File: src/rtl/spi_reg_ctrl.sv
// SPI register-access sequencer: turns the byte stream of a chip-select frame into
// command / burst-write / burst-read accesses on a simple register bank.
module spi_reg_ctrl #(
  parameter int              SIZE   = 8,
  parameter logic [SIZE-1:0] STATUS = 8'hA5
) (
  input  logic            clk,
  input  logic            reset,
  input  logic            cs,
  input  logic [SIZE-1:0] rx_data,
  input  logic            rx_valid,
  output logic [SIZE-1:0] tx_data,
  output logic [SIZE-2:0] reg_addr,
  output logic [SIZE-1:0] reg_wdata,
  output logic            reg_we,
  output logic            reg_re,
  input  logic [SIZE-1:0] reg_rdata,
  output logic            busy
);

  typedef enum logic [2:0] {IDLE, CMD, WR, RD_REQ, RD_CAP, RD} state_t;

  state_t state, state_nxt;

  logic rx_valid_p1;
  logic rx_strobe;
  logic armed;
  logic we_p1;
  logic we_set;
  logic ld_cmd;
  logic ld_wdata;
  logic ld_rdata;
  logic inc_addr;
  logic rd_req;

  function automatic logic [SIZE-2:0] addr_inc(input logic [SIZE-2:0] a);
    return a + {{(SIZE-2){1'b0}}, 1'b1};
  endfunction

  // The edge detector is cleared while cs is high, so a valid level held across a
  // frame boundary strobes only in the IDLE cycle, where it is ignored.
  assign rx_strobe = rx_valid & ~rx_valid_p1 & ~cs;

  always_comb begin
    state_nxt = state;
    we_set    = 1'b0;
    ld_cmd    = 1'b0;
    ld_wdata  = 1'b0;
    ld_rdata  = 1'b0;
    inc_addr  = 1'b0;
    rd_req    = 1'b0;
    if (cs) begin
      state_nxt = IDLE;
    end else begin
      case (state)
        IDLE: begin
          // Only a cs falling edge seen after reset release opens a frame.
          if (armed) state_nxt = CMD;
        end
        CMD: begin
          if (rx_strobe) begin
            ld_cmd    = 1'b1;
            state_nxt = rx_data[SIZE-1] ? RD_REQ : WR;
          end
        end
        WR: begin
          if (rx_strobe) begin
            ld_wdata = 1'b1;
            we_set   = 1'b1;
          end
          inc_addr = we_p1;
        end
        RD_REQ: begin
          rd_req    = 1'b1;
          state_nxt = RD_CAP;
        end
        RD_CAP: begin
          ld_rdata  = 1'b1;
          inc_addr  = 1'b1;
          state_nxt = RD;
        end
        RD: begin
          if (rx_strobe) state_nxt = RD_REQ;
        end
        default: state_nxt = IDLE;
      endcase
    end
  end

  // Stage p1: state, strobe history, write strobe and access registers
  always_ff @(posedge clk or negedge reset) begin
    if (!reset) begin
      state       <= IDLE;
      rx_valid_p1 <= 1'b0;
      armed       <= 1'b0;
      we_p1       <= 1'b0;
      tx_data     <= STATUS;
      reg_addr    <= '0;
      reg_wdata   <= '0;
    end else begin
      state       <= state_nxt;
      rx_valid_p1 <= cs ? 1'b0 : rx_valid;
      armed       <= armed | cs;
      we_p1       <= we_set;
      if (state == IDLE) tx_data <= STATUS;
      else if (ld_rdata) tx_data <= reg_rdata;
      if (ld_cmd) reg_addr <= rx_data[SIZE-2:0];
      else if (inc_addr) reg_addr <= addr_inc(reg_addr);
      if (ld_wdata) reg_wdata <= rx_data;
    end
  end

  assign reg_we = we_p1 & ~cs;
  assign reg_re = rd_req;
  assign busy   = (state != IDLE);

endmodule

File: config.mk
export PLATFORM = sky130hd
export DESIGN_NAME = spi_reg_ctrl
export DESIGN_NICKNAME = d
export VERILOG_FILES = /design/src/rtl/spi_reg_ctrl.sv
export SDC_FILE = /design/constraint.sdc
export NUM_CORES = 1
export LEC_CHECK = 0
export BUFFER_PORTS_ARGS = -buffer_cell sky130_fd_sc_hd__buf_2
export CORE_MARGIN = 4
export CORE_UTILIZATION = 40
export DETAILED_ROUTE_END_ITERATION = 8
export PLACE_DENSITY = 0.74
export SETUP_SLACK_MARGIN = 0.02
export SLEW_MARGIN = 20
export SYNTH_ARGS = -nofsm -noshare
export SYNTH_HDL_FRONTEND = slang
export SYNTH_SLANG_ARGS = --single-unit
File: constraint.sdc
create_clock -name clk -period 2.8 [get_ports clk]
set_input_delay 0.56 -clock clk [delete_from_list [all_inputs] [get_ports clk]]
set_output_delay 0.56 -clock clk [all_outputs]
set_load 0.1 [all_outputs]
# Word level (Yosys, flattened, before mapping)
# Cells that the tools add are included.
[word_totals]
inputBits = 20
register_bits = 29
[op_classes]
n_eq_ne = 9
addsub = 1
reduce_logical = 5
n_bitwise = 6
n_mux = 22
[op_table]
columns = ["operator", "count"]
rows = [
  ["3-bit case mux with 6 select lines", 1],
  ["8-bit two-way mux", 2],
  ["7-bit two-way mux", 2],
  ["1-bit two-way mux", 12],
  ["3-bit two-way mux", 4],
  ["3-bit inequality test (second input constant)", 3],
  ["7-bit by 1-bit adder with 7-bit output (second input constant)", 1],
  ["3-bit by 2-bit equality test with 1-bit output (second input constant)", 2],
  ["3-bit equality test (second input constant)", 2],
  ["4-bit AND reduction", 1],
  ["2-bit nonzero test", 2],
  ["1-bit bitwise AND", 3],
  ["3-bit by 1-bit equality test with 1-bit output (second input constant)", 1],
  ["3-bit logical NOT", 1],
  ["3-bit nonzero test", 1],
  ["2-bit inequality test (second input constant)", 1],
  ["1-bit NOT", 2],
  ["1-bit case mux with 2 select lines", 1],
  ["1-bit bitwise OR", 1],
]

# Logic depth before layout (Yosys ltp)
[depth]
depth_word = 7
depth_mapped = 6

# Worst setup path before layout
# Ideal clock, no wire load.
[synth_timing]
path_type = "input -> output"
from = "input port cs"
to = "output port reg_re"
n_path_buf = 2
arrival_time_ns = 2.972
setup_slack_ns = -0.732
stages = 3
path_cell_list = "buf_6 -> clkbuf_1 -> nor3_1"
[synth_via]
elab_chain_len = 1
[synth_rtl]
columns = ["element", "line_no", "text"]
rows = [
  ["from (decl)", "9", "input logic cs,"],
  ["1-bit two-way mux", "52", "if (cs) begin"],
  ["to (decl)", "16", "output logic reg_re,"],
]
# No other way between the ends.

# Worst setup path in the final report
[layout_timing]
from = "register state[2]"
to = "output port busy"
[layout_via]
elab_chain_len = 1
[layout_rtl]
columns = ["element", "line_no", "text"]
rows = [
  ["from (decl)", "23", "state_t state, state_nxt;"],
  ["from (signal assigned)", "101", "state <= state_nxt;"],
  ["3-bit nonzero test", "115", "assign busy = (state != IDLE);"],
  ["to (decl)", "18", "output logic busy"],
]
# No other way between the ends.

==> flow_results.org <==
** Synthesis
- Share of flip-flops with an asynchronous set or reset :: 100%
- Number of synthesis warnings :: 0
- Post-synthesis cell area :: about 1500 um2
- After technology mapping, the gate count stands at 130.
- Mean cell area of the mapped netlist :: 11.7 um2
- The most used flip-flop cell after synthesis is sky130_fd_sc_hd__dfrtp_1.
- The biggest area contributor in the post-synthesis netlist is sky130_fd_sc_hd__dfrtp_1.
- The most common cell in the synthesized netlist is sky130_fd_sc_hd__dfrtp_1.
- Net count after synthesis :: around 150
- Number of enable-type register cells in the synthesized netlist :: 0
- Sequential-to-total area share from yosys stat :: a little under 50%
- Counting flops and latches in the post-synthesis netlist gives 29.
- Cell variety after synth :: 34
- Sorting the synthesized cells by area gives the leading types as sky130_fd_sc_hd__dfrtp_1 (41%), sky130_fd_sc_hd__mux2_4 (7.9%), sky130_fd_sc_hd__dfstp_2 (6.9%).
- The commonest cells after synthesis are sky130_fd_sc_hd__dfrtp_1 (25), sky130_fd_sc_hd__nor2_1 (13), sky130_fd_sc_hd__a21oi_1 (8), sky130_fd_sc_hd__a22o_1 (8), sky130_fd_sc_hd__mux2_4 (8).
- Summed over its instances, the top area cell type makes up 41.2% of the synthesized netlist area.

** Floorplanning
- Die footprint :: between 4000 and 5000 um2
- Measured along the y axis, the die boundary spans roughly 70 um.
- Io pins :: 46
- Row count :: 22
- After floorplanning, the core was sized to cover ~3700 um2.
- Measured along the x axis, the die boundary spans about 70 um.
- The initial utilization of the core area, before any placement, comes to between 40% and 50%.

** Placement
- In this run the tool buffered the top-level ports with 45 buffer cells.
- The number of placed instances, taps included, is 214.
- Routability-driven placement finished with a final weighted congestion of 0.784.
- Placed inst area :: approximately 1700 um2
- Detailed placer's ending HPWL :: 2.28 mm

** Clock tree
- The longest clock path from root to sink contains 2 buffers.
- Number of setup buffers added after CTS :: 0
- CTS built an H-tree with a depth of 2.
- CTS tree :: yes
- Clock tree synthesis found a total of 29 sinks.
- At the later pin of the worst-skew pair, clock insertion delay measures between 0.2 and 0.3 ns.
- Total CTS buffers :: 5
- Clock tree synthesis selected as its root buffer the cell sky130_fd_sc_hd__clkbuf_8.
- Hold buffer count at CTS :: 0
- Once the clock tree was built, the resizer swapped 0 gates to a different size.
- After clock tree synthesis, the clock-pin slew on the worst setup and hold paths is roughly 0.06 ns.

** Run
- The tool flagged a number of max-cap violations equal to 0.

** Min path
- In this run the worst hold path is classified as in2async.

** Detailed routing
- Detailed-router iteration count before antenna repair :: 4
- Post-detailed-route count of antenna-violating nets :: 0
- Total Routed Length :: 3.15 mm
- In the routed design, unresolved DRC markers number 0.
- Vias post-DR :: around 1100
- Wire length per cell :: around 14 um
- Via density :: just over 5
- The first routing iteration left 23 violations.

** Pwr
- Sum of internal, switching and leakage power :: 1.65 mW
- Combinational cells account for 43.7% of the total power.
- Power per standard cell area :: about 890 nW/um2
- Register share of total power :: between 30% and 40%
- The clock network burns 22.8% of the power.
- Internal Pwr Total :: 849 uW
- Leakage Power :: 0.887 nW
- Summed over all nets, the switching power comes to 797 uW.
- Net switching fraction of the power :: between 40% and 50%
- Worst IR Drop VDD :: ~0.65 mV

** Critical path
- Element type at the critical path end :: output pin
- STA classifies the critical path startpoint as a flop.
- Max FO, Critical Path :: 17
- The critical path is of the reg2out type.
- CP Data Arrival Time :: 1.68 ns
- Critical path required time :: 2.24 ns

** GRT
- The number of antenna violations at the first check in global routing was 0.
- The first global-routing pass estimated between 5 and 6 mm of wire.
- Global routing consumed, over all layers together, between 10% and 20% of the routing resources.
- Entering global routing, the biggest net connects 30 pins.
- The via count of the first global-routing pass was 1112.
- Global route total overflow :: 0

** Outcome
- Outcome :: finished clean

** STA
- Max Clk Rate :: between 0.4 and 0.5 GHz
- Setup repair after global routing missed its margin :: false
- The number of failing hold endpoints at the final stage is 0.
- In this run the tightest slew margin relative to its limit is between 50% and 60%.
- Final-layout worst hold slack :: slightly below 0.3 ns
- Final setup skew :: between 0.005 and 0.006 ns
- Portion of the clock cycle consumed by the worst path in the final layout :: between 80 and 90%
- Setup violations remaining at the end of the flow were counted as 0.
- Least-Margin Pin Slew :: 0.648 ns
- Summed negative setup slack over all endpoints :: 0 ns
- Number of pins exceeding their max-slew limit in the final report :: 0
- Minimum clock period after layout :: 2.24 ns

** Final layout
- The repair_antennas step left the layout with diodes totalling 0.
- In the final layout, the share of cells above drive strength 1 is 44.3%.
- After filler insertion, the fill cell instance count of the layout stands at 344.
- Area occupied by multi-input gates :: slightly above 700 um2
- The finished layout holds 222 standard cells, fillers aside.
- The net count of the finished layout is 194.
- From synthesis to final layout, the design area changed by 21.5%.
- The sequential cells in the finished layout cover a total of about 730 um2.
- The finished cells cover ~1800 um2.
area by class of cell:
type,count,area share (%)
Clock buffer,7,5.22
Clock inverter,1,0.271
Inverter,5,1.02
Multi-Input combinational cell,87,38.5
Sequential cell,29,39.6
Tap cell,48,3.25
Timing Repair Buffer,45,12.2
worst max-delay path, cell delays in order (launching register included):
cell and delay [ns]:
sky130_fd_sc_hd__dfrtp_1 0.76, sky130_fd_sc_hd__or3_1 0.22, sky130_fd_sc_hd__buf_2 0.42
layout by cell type, fill, tap and decap left out, drive strengths merged:
cell type,instances
or3,4
nor4,1
dfrtp,25
nor2b,1
nor2,13
a211oi,3
xnor2,6
or2,2
dfstp,4
clkbuf,7
buf,45
nor3,2
o21ai,5
o22a,1
clkinv,1
inv,5
a2111oi,3
a22o,8
nand2,7
nand2b,3
a21oi,8
ha,1
nand4bb,1
or4,1
o32a,1
mux2i,1
nand3,3
mux2,8
nand3b,1
o22ai,3
stage by stage:
step	worst slack [ns]	utilization (%)
after global routing	0.457	50.4
final	0.558	50.4
after detailed placement	0.658	47.7
after CTS	0.544	50.4
after floorplan	0.127	-
after global placement	0.690	47.7
routing by layer:
metal	vias up	part of all wire (%)	global-route usage, %
met2	24	48	21.4
met5	-	0	0
li1	547	-	-
met1	544	46	18.8
met4	0	1.7	5.74
met3	5	4.4	4.93
final timing paths:
check	start	endpoint	slack (ns)	cells past startpoint
max	state[2]$_DFFE_PN0P_	busy	0.56	2
min	reset	reg_addr[0]$_DFFE_PN0P_	0.30	1
max reg2reg	state[2]$_DFFE_PN0P_	reg_wdata[1]$_DFFE_PN0P_	0.83	4
min reg2reg	armed$_DFF_PN0_	armed$_DFF_PN0_	0.48	1
max in group asynchronous	reset	tx_data[1]$_DFFE_PN0P_	2.09	1
min in group clk	armed$_DFF_PN0_	armed$_DFF_PN0_	0.48	1
power groups by stage:
| stage | sequential [mW] | clock, mW | combinational, mW |
|---|---|---|---|
| 2_1_floorplan | 0.991 | 0 | 0.172 |
| 3_3_place_gp | 0.557 | 0 | 0.719 |
| 3_5_place_dp | 0.557 | 0 | 0.725 |
| 4_1_cts | 0.552 | 0.383 | 0.725 |
| 5_1_grt | 0.564 | 0.413 | 0.750 |
| 6_report | 0.551 | 0.375 | 0.720 |
sequential cells by signal, summed over array words and instances (netlist names):
signal	cells
reg_wdata	8
state	3
tx_data	8
we_p1	1
rx_valid_p1	1
armed	1
reg_addr	7
cell families after synthesis:
group	after synthesis	synth area share, %
flops	29	48.1
buf+inv	14	5.68
xor+xnor	6	3.46
mux	9	8.56
simple gates	39	15.6
compound gates	32	17.8
fa+ha+maj	1	0.823
Note: power is estimated with default switching activity, not from simulation.
